`src/rtl/mmult_seq.sv`:
```
// Sequential NxN matrix multiplier: C = A x B through one time-shared MAC,
// one product per cycle, with a start/busy/valid handshake.
module mmult_seq #(
  parameter  int N      = 3,
  parameter  int DW     = 8,
  parameter  int SIGNED = 0,
  localparam int CW     = 2*DW + $clog2(N)
) (
  input  logic              clk,
  input  logic              reset_n,
  input  logic              start,
  input  logic [0:N*N*DW-1] A_mat,
  input  logic [0:N*N*DW-1] B_mat,
  output logic              busy,
  output logic              valid,
  output logic [0:N*N*CW-1] C_mat
);
  localparam int NE = N*N;
  localparam int IW = $clog2(N);
  localparam int EW = $clog2(NE);
  localparam logic [EW-1:0] NV   = EW'(N);
  localparam logic [IW-1:0] IMAX = IW'(N-1);

  typedef enum logic [1:0] {IDLE, LOAD, MAC, DONE} state_t;
  state_t state, state_nxt;

  logic [NE-1:0][DW-1:0] a_in, b_in, a_q, b_q;
  logic [NE-1:0][CW-1:0] res_q, c_q, c_nxt;
  logic [IW-1:0]         i_q, j_q, k_q;
  logic [CW-1:0]         acc_q, a_ext, b_ext, prod, sum;
  logic [EW-1:0]         a_sel, b_sel, c_sel;
  logic                  last_k, last_j, last_i, last_term;

  for (genvar e = 0; e < NE; e++) begin : g_elem
    assign a_in[e]           = A_mat[e*DW +: DW];
    assign b_in[e]           = B_mat[e*DW +: DW];
    assign C_mat[e*CW +: CW] = c_q[e];
  end

  assign a_sel = EW'(i_q) * NV + EW'(k_q);
  assign b_sel = EW'(k_q) * NV + EW'(j_q);
  assign c_sel = EW'(i_q) * NV + EW'(j_q);

  assign last_k    = (k_q == IMAX);
  assign last_j    = (j_q == IMAX);
  assign last_i    = (i_q == IMAX);
  assign last_term = last_k && last_j && last_i;

  // CW leaves headroom for N full-scale products, so CW-bit wraparound
  // arithmetic gives the exact signed or unsigned result.
  always_comb begin
    a_ext = CW'(a_q[a_sel]);
    b_ext = CW'(b_q[b_sel]);
    if (SIGNED != 0) begin
      a_ext = {{(CW-DW){a_q[a_sel][DW-1]}}, a_q[a_sel]};
      b_ext = {{(CW-DW){b_q[b_sel][DW-1]}}, b_q[b_sel]};
    end
  end

  assign prod = a_ext * b_ext;
  assign sum  = acc_q + prod;

  // Final element is not yet in res_q on the completion edge.
  always_comb begin
    c_nxt       = res_q;
    c_nxt[NE-1] = sum;
  end

  always_ff @(posedge clk or negedge reset_n) begin
    if (!reset_n) state <= IDLE;
    else          state <= state_nxt;
  end

  always_comb begin
    state_nxt = state;
    busy      = 1'b0;
    valid     = 1'b0;
    case (state)
      IDLE: if (start) state_nxt = LOAD;
      LOAD: begin
        busy      = 1'b1;
        state_nxt = MAC;
      end
      MAC: begin
        busy = 1'b1;
        if (last_term) state_nxt = DONE;
      end
      DONE: begin
        valid = 1'b1;
        if (start) state_nxt = LOAD;
      end
      default: state_nxt = IDLE;
    endcase
  end

  always_ff @(posedge clk or negedge reset_n) begin
    if (!reset_n) begin
      a_q   <= '0;
      b_q   <= '0;
      res_q <= '0;
      c_q   <= '0;
      acc_q <= '0;
      i_q   <= '0;
      j_q   <= '0;
      k_q   <= '0;
    end else if (state == LOAD) begin
      a_q   <= a_in;
      b_q   <= b_in;
      acc_q <= '0;
      i_q   <= '0;
      j_q   <= '0;
      k_q   <= '0;
    end else if (state == MAC) begin
      if (last_k) begin
        res_q[c_sel] <= sum;
        acc_q        <= '0;
        k_q          <= '0;
        if (last_j) begin
          j_q <= '0;
          i_q <= last_i ? '0 : i_q + 1'b1;
        end else begin
          j_q <= j_q + 1'b1;
        end
      end else begin
        acc_q <= sum;
        k_q   <= k_q + 1'b1;
      end
      if (last_term) c_q <= c_nxt;
    end
  end

endmodule
```
`config.mk`:
```
export PLATFORM = sky130hd
export DESIGN_NAME = mmult_seq
export DESIGN_NICKNAME = d
export VERILOG_FILES = /design/src/rtl/mmult_seq.sv
export SDC_FILE = /design/constraint.sdc
export NUM_CORES = 1
export LEC_CHECK = 0
export ABC_CLOCK_PERIOD_IN_PS = 11400
export BUFFER_PORTS_ARGS = -buffer_cell sky130_fd_sc_hd__buf_2
export CAP_MARGIN = 10
export CORE_AREA = 2 2 203 205
export DETAILED_ROUTE_END_ITERATION = 7
export DIE_AREA = 0 0 205 207
export PLACE_DENSITY = 0.81
export SYNTH_ARGS = -nofsm -noshare
export SYNTH_HDL_FRONTEND = slang
export SYNTH_SLANG_ARGS = --single-unit
```
`constraint.sdc`:
```
create_clock -name clk -period 11.4 [get_ports clk]
set_clock_uncertainty 0.1 [all_clocks]
set_input_delay 3.42 -clock clk [delete_from_list [all_inputs] [get_ports clk]]
set_output_delay 3.42 -clock clk [all_outputs]
set_load 0.02 [all_outputs]
```
After elaboration in Yosys (flattened, before gate mapping)
Index checks and enable logic that the tools add are counted.
{"block": "word_totals", "regBits": 494, "input_bits": 147, "output_inout_bits": 164, "elab_cells": 105}
{"block": "classes", "addsub": 7, "mul": 3, "order_cmp": 4, "n_eq_ne": 8, "n_mux": 27, "bitwise": 1, "reduce_logical": 14}
{"operator": "$bwmux 162", "count": 1}
{"operator": "$demux 18 s4", "count": 1}
{"operator": "$mux 18", "count": 4}
{"operator": "$bmux 8 s4", "count": 2}
{"operator": "$mux 2", "count": 14}
{"operator": "$add 18x16->18", "count": 1}
{"operator": "$mul 8x8->16", "count": 1}
{"operator": "$mux 8", "count": 2}
{"operator": "$lt 4x5->1 const B", "count": 3}
{"operator": "$add 4x2->4", "count": 3}
{"operator": "$eq 2x2->1 const B", "count": 5}
{"operator": "$reduce_and 3->1", "count": 3}
{"operator": "$mul 2x2->4 const B", "count": 2}
{"operator": "$add 2x1->2 const B", "count": 3}
{"operator": "$pmux 2 s3", "count": 1}
{"operator": "$reduce_bool 2->1", "count": 3}
{"operator": "$ge 4x1->1 const B", "count": 1}
{"operator": "$reduce_and 2->1", "count": 2}
{"operator": "$reduce_or 2->1", "count": 2}
{"operator": "$logic_and 1x1->1", "count": 3}
{"operator": "$eq 2x1->1 const B", "count": 1}
{"operator": "$logic_not 2->1", "count": 1}
{"operator": "$mux 1", "count": 2}
{"operator": "$ne 2x1->1 const B", "count": 1}
{"operator": "2 further kinds", "count": 2}

Depth between registers and ports, before layout
Gate-level depths: netlist of run 1.
{"block": "logic_depth", "word_depth": 9, "mapped_depth": 27, "mapped_depth_nobuf": 26}

Worst setup path before layout of run 1
OpenSTA, ideal clock, no wires.
{"block": "synth_path", "path_type": "reg2reg", "from": "reg j_q[1]", "to": "reg c_q (netlist bit C_mat[146])", "setup_time_ns": 0.142, "t_arrival_ns": 7.054, "required_time_ns": 11.158, "slack_ns": 4.105, "path_stages_with_launch": 25, "n_path_buf": 1, "period_less_slack_ns": 7.295, "path_cell_list": "dfrtp_1 -> inv_1 -> fa_1 -> inv_1 -> ha_1 -> fa_1 -> clkbuf_1 -> or3b_1 -> nor2_1 -> a21oi_2 -> or2_2 -> fa_1 -> fa_1 -> inv_1 -> fa_1 -> inv_1 -> fa_1 -> inv_1 -> ha_1 -> a21o_1 -> a21oi_1 -> nand2_1 -> mux2_2 -> a2111oi_4 -> o21ai_1"}
{"block": "synth_via", "elab_chain_len": 5, "elab_cells_between_ends": 9, "classes_between": "2 x add/sub; 1 x mul; 1 x eq/ne; 2 x mux; 3 x reduce/logical"}
{"element": "start: declaration", "line_no": "29", "text": "logic [IW-1:0] i_q, j_q, k_q;"}
{"element": "start signal: assignment", "line_no": "122", "text": "j_q <= j_q + 1'b1;"}
{"element": "$add 4x2->4", "line_no": "41", "text": "assign b_sel = EW'(k_q) * NV + EW'(j_q);"}
{"element": "$bmux 8 s4", "line_no": "53", "text": "b_ext = CW'(b_q[b_sel]);"}
{"element": "$mux 8 (not written as such)", "line_no": "53"}
{"element": "$mul 8x8->16", "line_no": "60", "text": "assign prod = a_ext * b_ext;"}
{"element": "$add 18x16->18", "line_no": "61", "text": "assign sum = acc_q + prod;"}
{"element": "end signal: assignment", "line_no": "128", "text": "if (last_term) c_q <= c_nxt;"}
{"element": "end: declaration", "line_no": "28", "text": "logic [NE-1:0][CW-1:0] res_q, c_q, c_nxt;"}
Parallel ways exist; a longest one is shown, timed or not. The select of a mux whose other input is x is not followed.
A chain may end at the register's enable or synchronous reset.

Final worst setup path of run 1
{"block": "layout_path", "from": "reg k_q[1]", "to": "reg res_q (netlist bit c_nxt[119])"}
{"block": "layout_via", "elab_chain_len": 7, "elab_cells_between_ends": 12, "classes_between": "3 x add/sub; 2 x mul; 1 x eq/ne; 5 x mux; 1 x reduce/logical"}
{"element": "start: declaration", "line_no": "29"}
{"element": "start signal: assignment", "line_no": "126", "text": "k_q <= k_q + 1'b1;"}
{"element": "$mul 2x2->4", "line_no": "41"}
{"element": "$add 4x2->4", "line_no": "41"}
{"element": "$bmux 8 s4", "line_no": "53"}
{"element": "$mux 8 (not written as such)", "line_no": "53"}
{"element": "$mul 8x8->16", "line_no": "60"}
{"element": "$add 18x16->18", "line_no": "61"}
{"element": "$bwmux 162", "line_no": "115", "text": "res_q[c_sel] <= sum;"}
{"element": "end signal: indexed assignment", "line_no": "115"}
{"element": "end: declaration", "line_no": "28"}
Parallel ways exist; a longest one is shown, timed or not. The select of a mux whose other input is x is not followed.

==> results of run 1 <==
## routing by layer
layer  track usage [%]  vias up  share of wire [%]
met4              8.04        8                2.9
li1                  -     6406                  -
met1              34.7     7243                 43
met2              41.0      417                 48
met5                 0        -              0.093
met3              6.15       93                6.3
## state kept, by name (all words and copies together), names as in the netlist
name / cells
state: 2
k_q: 2
c_nxt: 144
j_q: 2
acc_q: 18
i_q: 2
C_mat: 162
b_q: 72
a_q: 72
## logic make-up (layout without fill, tap and decap cells)
kind of cell,after synthesis,after routing
flip-flops,476,476
multiplexers,381,381
AND/OR/NAND/NOR,295,295
AO/OA/AOI/OAI,220,220
buffers and inverters,200,528
adder cells (fa/ha/maj),112,112
XOR/XNOR,15,15
other,0,1
## worst paths after layout
path,to,slack (ps),cells after the start
setup / recovery,c_nxt[119],3200,23
hold / removal,c_nxt[40],370,2
setup reg to reg,c_nxt[119],3200,23
hold reg to reg,c_nxt[40],370,2
max in group asynchronous,b_q[35],6240,3
min in group asynchronous,c_nxt[7],2680,1
## worst max-delay path: cells and delay by family, from the launching register on
kind / cells / cell delay (ps)
buffers and inverters: 5 / 380
AND/OR/NAND/NOR: 4 / 1340
flip-flops: 1 / 430
AO/OA/AOI/OAI: 5 / 1260
adder cells (fa/ha/maj): 8 / 3930
XOR/XNOR: 1 / 570
## cells in the final DEF, fill, tap and decap left out, types with 3 or more instances in the layout
master,instances
o21ai_1,20
mux2_2,331
xor2_2,6
xnor2_2,3
nand2b_1,11
xnor2_1,3
clkinv_2,6
bufinv_16,5
a21o_1,6
mux2i_1,16
mux4_2,30
o22ai_1,7
fa_1,54
a22o_1,4
o21ai_0,136
nand4_1,3
ha_1,57
nand2_1,180
buf_2,309
dfrtp_1,476
a21oi_2,3
inv_1,116
buf_4,12
or2_1,6
clkbuf_16,48
a21oi_1,26
nor2b_1,5
nor3_1,7
nor2_1,56
and3_1,4
clkbuf_8,14
clkbuf_1,8
## Yosys cell counts, types with 5 or more instances
library cell,number,area (sq um)
ha_1,58,726
buf_2,20,100
nand2b_1,11,68.8
inv_1,116,435
buf_1,6,22.5
a21o_1,6,45.0
nand2_1,180,676
o21ai_0,136,681
xor2_1,7,61.3
o21ai_1,20,100
mux2i_1,16,160
xnor2_1,6,52.6
mux4_2,30,676
nor3_1,7,35.0
fa_1,54,1080
nor2_1,56,210
dfrtp_1,476,11900
a21oi_1,27,135
or2_1,6,37.5
o22ai_1,7,43.8
mux2_2,331,3730
clkbuf_1,52,195
nor2b_1,5,31.3
## through the flow
stage	hold WS (ps)	worst slack [ps]	util [%]	cells	cell area [sq um]
6_report	375	3200	63.5	2560	25600
5_1_grt	395	2700	63.5	2560	25600
4_1_cts	380	3120	63.5	2559	25600
3_5_place_dp	366	3160	59.3	2471	23900
3_3_place_gp	357	3310	59.3	2471	23900
2_1_floorplan	346	4100	-	1699	21900
## area by class of cell
cell class	count	area [sq um]	area share, %
clock buffer	70	1420	5.55
antenna	1	2.50	0.00976
timing repair buffer	323	1670	6.52
multi-input combinational	1023	9240	36.0
clock inverter	18	293	1.14
inverter	117	439	1.71
tap	532	666	2.60
sequential	476	11900	46.4
==> impl_results.md, run 1 <==
* Mux share of post-synthesis cell area at a little over a fifth
* IO Pins at around 310
* Post-synth EDFFs at 0
* First-pass GRT wire length at 84100 um
* CP Class: reg -> reg
* Reg2reg start: k_q[1]
* F_max at 0.122 GHz
* HP Class: reg -> reg
* Post-synthesis compound-gate area fraction at under 10%
* # DRC at 0
* Worst-path maximum fanout at 10
* Max incr delay on CP at 720 ps
* CORE AREA at ~0.040 sq mm
* Number of synthesized register bits at 476
* DR vias/cell at 5.53
* Largest net degree at the start of global routing at 157
* First-pass iteration count of the detailed router at 5
* DRT Wirelength at between 50000 and 60000 um
* Post-Synth Adder-Cell Area at 8.26%
* Initial Util at 54.2%
* Max cap viols at 0
* Synth Flop Type: dfrtp_1
* Total global-route track usage at 25.6%
* # hold bufs at CTS at 0
* Seq/Total Area, Yosys at between 50 and 60%
* Final count of hold timing violations at 0
* Die area at between 0.04 and 0.05 sq mm
* # Post-CTS Setup Buffers at 0
* Area growth from synthesis to layout at 17.3%
* Num Clock Sinks at around 480
* Fin Setup TNS at 0 ps
* Cell repeated most along the worst path: fa_1
* Setup Viol. Count Final at 0
* Largest family of logic cells by synthesized area: multiplexers
* Cell Area, Synth at about 0.022 sq mm
* Hold path startpoint: c_nxt[40]
* Synth Area in Simple Gates at just under 6%
* CP max-delay cell: fa_1
* Initial antenna violation count at 5
* Distinct cells, synth at 66
* Syn. warnings at 0
* Root buf cell: clkbuf_16
* Worst-path clk slew at 60 ps
* Critical path cell sequence: inv_1 -> fa_1 -> inv_1 -> ha_1 -> fa_1 -> or3b_1 -> nor2_1 -> a21oi_1 -> or2_1 -> fa_1 -> fa_1 -> inv_1 -> fa_1 -> inv_1 -> fa_1 -> inv_1 -> ha_1 -> a21o_1 -> a21oi_1 -> nand2_1 -> a31oi_1 -> xor2_2 -> o21ai_0
* Fraction of registers with async set/reset at 100%
* Layout cell share with drive strength beyond 1 at between 30% and 40%
* Worst setup EP type: flop
* Cell Rows at 74
* Grt ovf at 0
* CP startpoint: k_q[1]
* CTS max path bufs at 3
* Via count at 14167
* Port Buf Inserts at 310
* Nets at about 2200
* Final GP Congestion at about 0.83
* Fillers at 3016
* Post-synthesis xor/xnor area fraction at less than 1%
* Startpoint Class: flop
* H-tree Lvls at 2
* Final Slew Violations at 0
* Worst-Skew Late Latency at a little over 600 ps
* RSZ-0062 raised after global routing: no
* Syn nets at 1958
* DR iter-0 viols at 796
* Worst Path Required at 11740 ps
* Worst Tran Pin Value at roughly 1200 ps
* Vias in the first global route at about 15000
* TritonCTS buffer count at 48
* Post-CTS sizing at 0
* DIE WIDTH at 205 um
* Hpwl dp at roughly 37000 um
* Period minus WS final at between 8000 and 9000 ps
* Headroom to the max-slew limit at around 17%
* Syn Inst Count at between 1500 and 2000
* DR WL/cell at 20.7 um
* Post-route ant nets at 0
* Arrival @ worst endpoint at between 8000 and 9000 ps
* CTS tree: done
* Period utilisation layout at 71.9%
* Outcome: finished, final reports clean
* Height of the die at between 200 and 250 um
* Mean Syn Cell Area at between 10 and 15 sq um
Power of run 1 is not shown: default switching activity piles up to over one toggle a cycle in this logic, so the estimate is an artifact.
==> run 2, diff against run 1 <==
--- a/config.mk
+++ b/config.mk
@@ -5,7 +5,7 @@
 export SDC_FILE = /design/constraint.sdc
 export NUM_CORES = 1
 export LEC_CHECK = 0
-export ABC_CLOCK_PERIOD_IN_PS = 11400
+export ABC_CLOCK_PERIOD_IN_PS = 8119
 export BUFFER_PORTS_ARGS = -buffer_cell sky130_fd_sc_hd__buf_2
 export CAP_MARGIN = 10
 export CORE_AREA = 2 2 203 205
==> constraint.sdc (replaced) <==
create_clock -name clk -period 8.12 [get_ports clk]
set_clock_uncertainty 0.1 [all_clocks]
set_input_delay 2.436 -clock clk [delete_from_list [all_inputs] [get_ports clk]]
set_output_delay 2.436 -clock clk [all_outputs]
set_load 0.02 [all_outputs]
==> run 2 against run 1 <==
Flip-flop and latch count is the same. Worst hold slack gained 1.7 ps. Final cell count grew 0.63%.
==> impl_results.md, run 2 (same netlist as run 1, synthesis figures left out) <==
* First-pass GRT wire length at 84500 um
* Worst-path clk slew at 70 ps
* Final hold slack at 377 ps
* F_max at ~0.13 GHz
* Post-layout util at 63.9%
* Root buf cell: clkbuf_16
* CORE AREA at between 0.04 and 0.05 sq mm
* First-pass iteration count of the detailed router at 5
* DIE WIDTH at between 200 and 250 um
* Worst Tran Pin Value at 1240 ps
* Total global-route track usage at approximately 26%
* Final count of hold timing violations at 0
* DR iter-0 viols at slightly above 800
* CTS tree: done
* Height of the die at 207 um
* Worst-path maximum fanout at 8
* Nets at ~2300
* Initial antenna violation count at 4
* Period utilisation layout at between 90% and 100%
* Placement Cell Area at ~0.024 sq mm
* DR vias/cell at approximately 5.5
* Grt ovf at 0
* Post-route ant nets at 0
* Commonest non-fill, non-tap cell in the layout: dfrtp_1
* Fin Setup TNS at 0 ps
* Startpoint Class: flop
* Post-route cell area at around 0.026 sq mm
* Initial Util at a little over half
* Setup Viol. Count Final at 0
* Period minus WS final at slightly below 8000 ps
* CTS max path bufs at 3
* # DRC at 0
* Most frequent cells in the layout: 476 x dfrtp_1, 331 x mux2_2, 309 x buf_2, 180 x nand2_1, 136 x o21ai_0
* DRT Wirelength at about 53000 um
* DR WL/cell at between 20 and 25 um
* Reg2reg start: j_q[1]
* Hold path startpoint: c_nxt[26]
* IO Pins at approximately 310
* Via count at 14216
* Worst-Skew Late Latency at 580 ps
* Final Slew Violations at 0
* Die area at roughly 0.042 sq mm
* TritonCTS buffer count at 47
* Largest net degree at the start of global routing at approximately 150
* HP Class: reg -> reg
* H-tree Lvls at 2
* Final GP Congestion at a little over 0.8
* Hpwl dp at ~37000 um
* Cell Rows at 74
* Outcome: finished, final reports clean
* Vias in the first global route at approximately 15000
* Port Buf Inserts at between 300 and 400
* RSZ-0062 raised after global routing: no
* CP Class: reg -> reg
* Layout cell share with drive strength beyond 1 at around 40%
* Worst setup EP type: flop
* Area growth from synthesis to layout at 18.0%
* Worst Path Required at approximately 8400 ps
* Largest register FFs at between 150 and 200
* Max cap viols at 0
* Num Clock Sinks at ~480
* Arrival @ worst endpoint at about 8000 ps
* CP startpoint: j_q[1]
* Headroom to the max-slew limit at approximately 17%
## run 2: routing by layer
metal | vias to the layer above | track usage (%) | routed length [um] | share of wire [%]
met1 | 7252 | 35.4 | 22600 | 42
met4 | 8 | 7.05 | 1430 | 2.7
li1 | 6445 | - | - | -
met5 | - | 0 | 49 | 0.092
met3 | 91 | 5.32 | 3420 | 6.4
met2 | 420 | 41.6 | 26000 | 49
## run 2: final timing paths
check | to | slack, ps | depth (start not counted)
max in group asynchronous | b_q[66] | 4620 | 2
hold reg to reg | c_nxt[26] | 380 | 2
hold / removal | c_nxt[26] | 380 | 2
min in group asynchronous | C_mat[50] | 1860 | 1
setup / recovery | c_nxt[51] | 420 | 26
setup reg to reg | c_nxt[51] | 420 | 26
## run 2: worst max-delay path, stage by stage (launching register included)
cell and delay (ps):
dfrtp_1 400, inv_1 150, fa_1 620, inv_1 70, ha_1 200, fa_1 570
buf_4 220, mux2i_1 250, nor2_1 60, a21oi_1 550, nor2_1 110, fa_1 500
inv_1 50, fa_1 470, inv_1 50, fa_1 520, inv_1 50, fa_1 530
inv_1 50, ha_1 370, a21o_1 230, a21oi_1 180, nand2_1 200, mux2_2 350
a2111oi_4 360, buf_4 230, o21ai_1 80
## run 2: repair_timing
action                                  CTS  global route
endpoints found under the hold margin     0             0
hold buffers                              0             0
buffers inserted                          0             5
endpoints found under the setup margin    0            55
gates resized for setup                   0             8
## run 2: layout make-up
cell class              count  area, sq um
clock inverters            19          264
fillers                  3058        14600
diodes                      1         2.50
flip-flops and latches    476        11900
repair buffers            342         1860
clock buffers              66         1380
well taps                 532          666
inverters                 117          439
multi-input cells        1023         9280
## run 2: per-stage QoR
step                cells  worst slack, ps
CTS                  2570              111
floorplan            1699              825
finish               2576              421
global placement     2485              285
global route         2575             43.7
detailed placement   2485              174
Power of run 2 is left out for the same reason.
==> run 3, diff against run 2 <==
--- a/config.mk
+++ b/config.mk
@@ -8,10 +8,12 @@
 export ABC_CLOCK_PERIOD_IN_PS = 8119
 export BUFFER_PORTS_ARGS = -buffer_cell sky130_fd_sc_hd__buf_2
 export CAP_MARGIN = 10
-export CORE_AREA = 2 2 203 205
+export CELL_PAD_IN_SITES_DETAIL_PLACEMENT = 1
+export CELL_PAD_IN_SITES_GLOBAL_PLACEMENT = 1
+export CORE_AREA = 2 2 219 221
 export DETAILED_ROUTE_END_ITERATION = 7
-export DIE_AREA = 0 0 205 207
-export PLACE_DENSITY = 0.81
+export DIE_AREA = 0 0 221 223
+export PLACE_DENSITY = 0.85
 export SYNTH_ARGS = -nofsm -noshare
 export SYNTH_HDL_FRONTEND = slang
 export SYNTH_SLANG_ARGS = --single-unit
==> run 3 against run 2 <==
Worst setup slack lost 82 ps. Die area up 16%. Largest cell class unchanged. Critical endpoint is now c_nxt[65]. Global-route usage shrank 0.13 points. Cell area is 0.73% higher.
==> impl_results.md, run 3 (same netlist as run 1, synthesis figures left out) <==
* Outcome: finished, final reports clean
* Headroom to the max-slew limit at roughly a fifth
* Largest register FFs at between 150 and 200
* Num Clock Sinks at ~480
* Startpoint Class: flop
* Post-placement cell count at 2570
* Die area at between 0.04 and 0.05 sq mm
* CP Class: reg -> reg
* Worst-path maximum fanout at 10
* # hold bufs at CTS at 0
* Worst-path clk slew at ~60 ps
* Total global-route track usage at about a quarter
* DR iter-0 viols at around 900
* Worst setup EP type: flop
* CTS max path bufs at 3
* Multi-input gate area at between 0.009 and 0.01 sq mm
* Fin cells at 2673
* Hold depth at 2
* Height of the die at approximately 220 um
* First-pass GRT wire length at 97300 um
* Depth of the most critical reg-to-reg path at 23
* TritonCTS buffer count at approximately 50
* DRT Wirelength at around 63000 um
* Period utilisation layout at approximately 96%
* Commonest non-fill, non-tap cell in the layout: dfrtp_1
* Final count of hold timing violations at 0
* Root buf cell: clkbuf_16
* IO Pins at about 310
* Worst Tran Pin Value at between 1000 and 1500 ps
* Period minus WS final at 7780 ps
* Nets at between 2000 and 2500
* First-pass iteration count of the detailed router at 4
* Post-route ant nets at 0
* DR WL/cell at 23.5 um
* Cell Rows at 80
* DR vias/cell at 5.45
* Fin Setup TNS at 0 ps
* CORE AREA at approximately 0.047 sq mm
* Via count at 14572
* Port Buf Inserts at between 300 and 400
* Hold path startpoint: c_nxt[30]
* Register area at around 0.012 sq mm
* Area growth from synthesis to layout at 18.9%
* Reg2reg start: j_q[1]
* Final GP Congestion at roughly 0.83
* Arrival @ worst endpoint at just over 8000 ps
* Hpwl dp at around 43000 um
* Layout cell share with drive strength beyond 1 at roughly two fifths
* Largest net degree at the start of global routing at roughly 180
* CTS tree: done
* Initial antenna violation count at 4
* # DRC at 0
* Most frequent cells in the layout: 476 x dfrtp_1, 331 x mux2_2, 309 x buf_2, 180 x nand2_1, 136 x o21ai_0
* DIE WIDTH at 221 um
* CP startpoint: j_q[1]
* F_max at 0.129 GHz
* HP Class: reg -> reg
* Vias in the first global route at roughly 16000
* GR peak layer: met2
* Met3 usage at about 4.7%
* M2 GR Usage at about 44%
* Final Slew Violations at 0
* Worst-Skew Late Latency at 620 ps
* Grt ovf at 0
* Fillers at 4783
* RSZ-0062 raised after global routing: no
* Met1 Usage GRT at 31.7%
* H-tree Lvls at 2
* Worst Path Required at between 8000 and 9000 ps
* Max cap viols at 0
* Initial Util at a little under half
* Setup Viol. Count Final at 0
## run 3: area by class of cell
cell class,count,share of cell area [%]
Antenna cell,3,0.0289
Clock buffer,79,5.97
Clock inverter,16,0.631
Inverter,117,1.69
Multi-Input combinational cell,1023,35.7
Sequential cell,476,45.8
Tap cell,615,2.96
Timing Repair Buffer,344,7.18
## run 3: metrics by stage
stage | util (%) | hold WS [ps] | worst slack [ps] | instance area, sq um
6_report | 55.1 | 382 | 338 | 26000
5_1_grt | 55.1 | 412 | 4.63 | 26000
4_1_cts | 54.9 | 383 | 77.7 | 25900
3_5_place_dp | 51.3 | 367 | 24.9 | 24200
3_3_place_gp | 51.3 | 358 | 247 | 24200
2_1_floorplan | - | 346 | 825 | 21900
## run 3: worst paths after layout
| path | end | slack (ps) |
|---|---|---|
| max | c_nxt[65] | 340 |
| min | c_nxt[30] | 380 |
| max reg2reg | c_nxt[65] | 340 |
| min reg2reg | c_nxt[30] | 380 |
| max in group asynchronous | b_q[40] | 4690 |
| min in group asynchronous | c_nxt[3] | 1730 |
## run 3: repair_timing
item	in CTS	in global routing
gates resized for setup	1	7
setup endpoints to repair	8	65
pin swaps	0	3
buffers inserted	0	5
## run 3: routing by layer
metal / vias to the layer above / wire length, um / part of all wire, %
met5: - / 44 / 0.070
met4: 6 / 2270 / 3.6
met3: 126 / 3090 / 4.9
met2: 405 / 31900 / 51
met1: 7608 / 25500 / 41
li1: 6427 / - / -
## run 3: critical path: stages (launching register included)
cell and delay [ps]:
dfrtp_1 400, inv_1 160, fa_1 610, inv_1 60, ha_2 180, fa_1 490, or3b_1 410, nor2_2 320
a21oi_2 190, or2_2 340, fa_1 520, fa_1 550, inv_1 60, fa_1 530, inv_1 50, fa_1 530
inv_1 50, ha_1 380, a21o_1 240, a21oi_1 200, nand2_1 230, a31oi_1 430, xor2_4 390, o21ai_0 180
Power of run 3 is left out for the same reason.
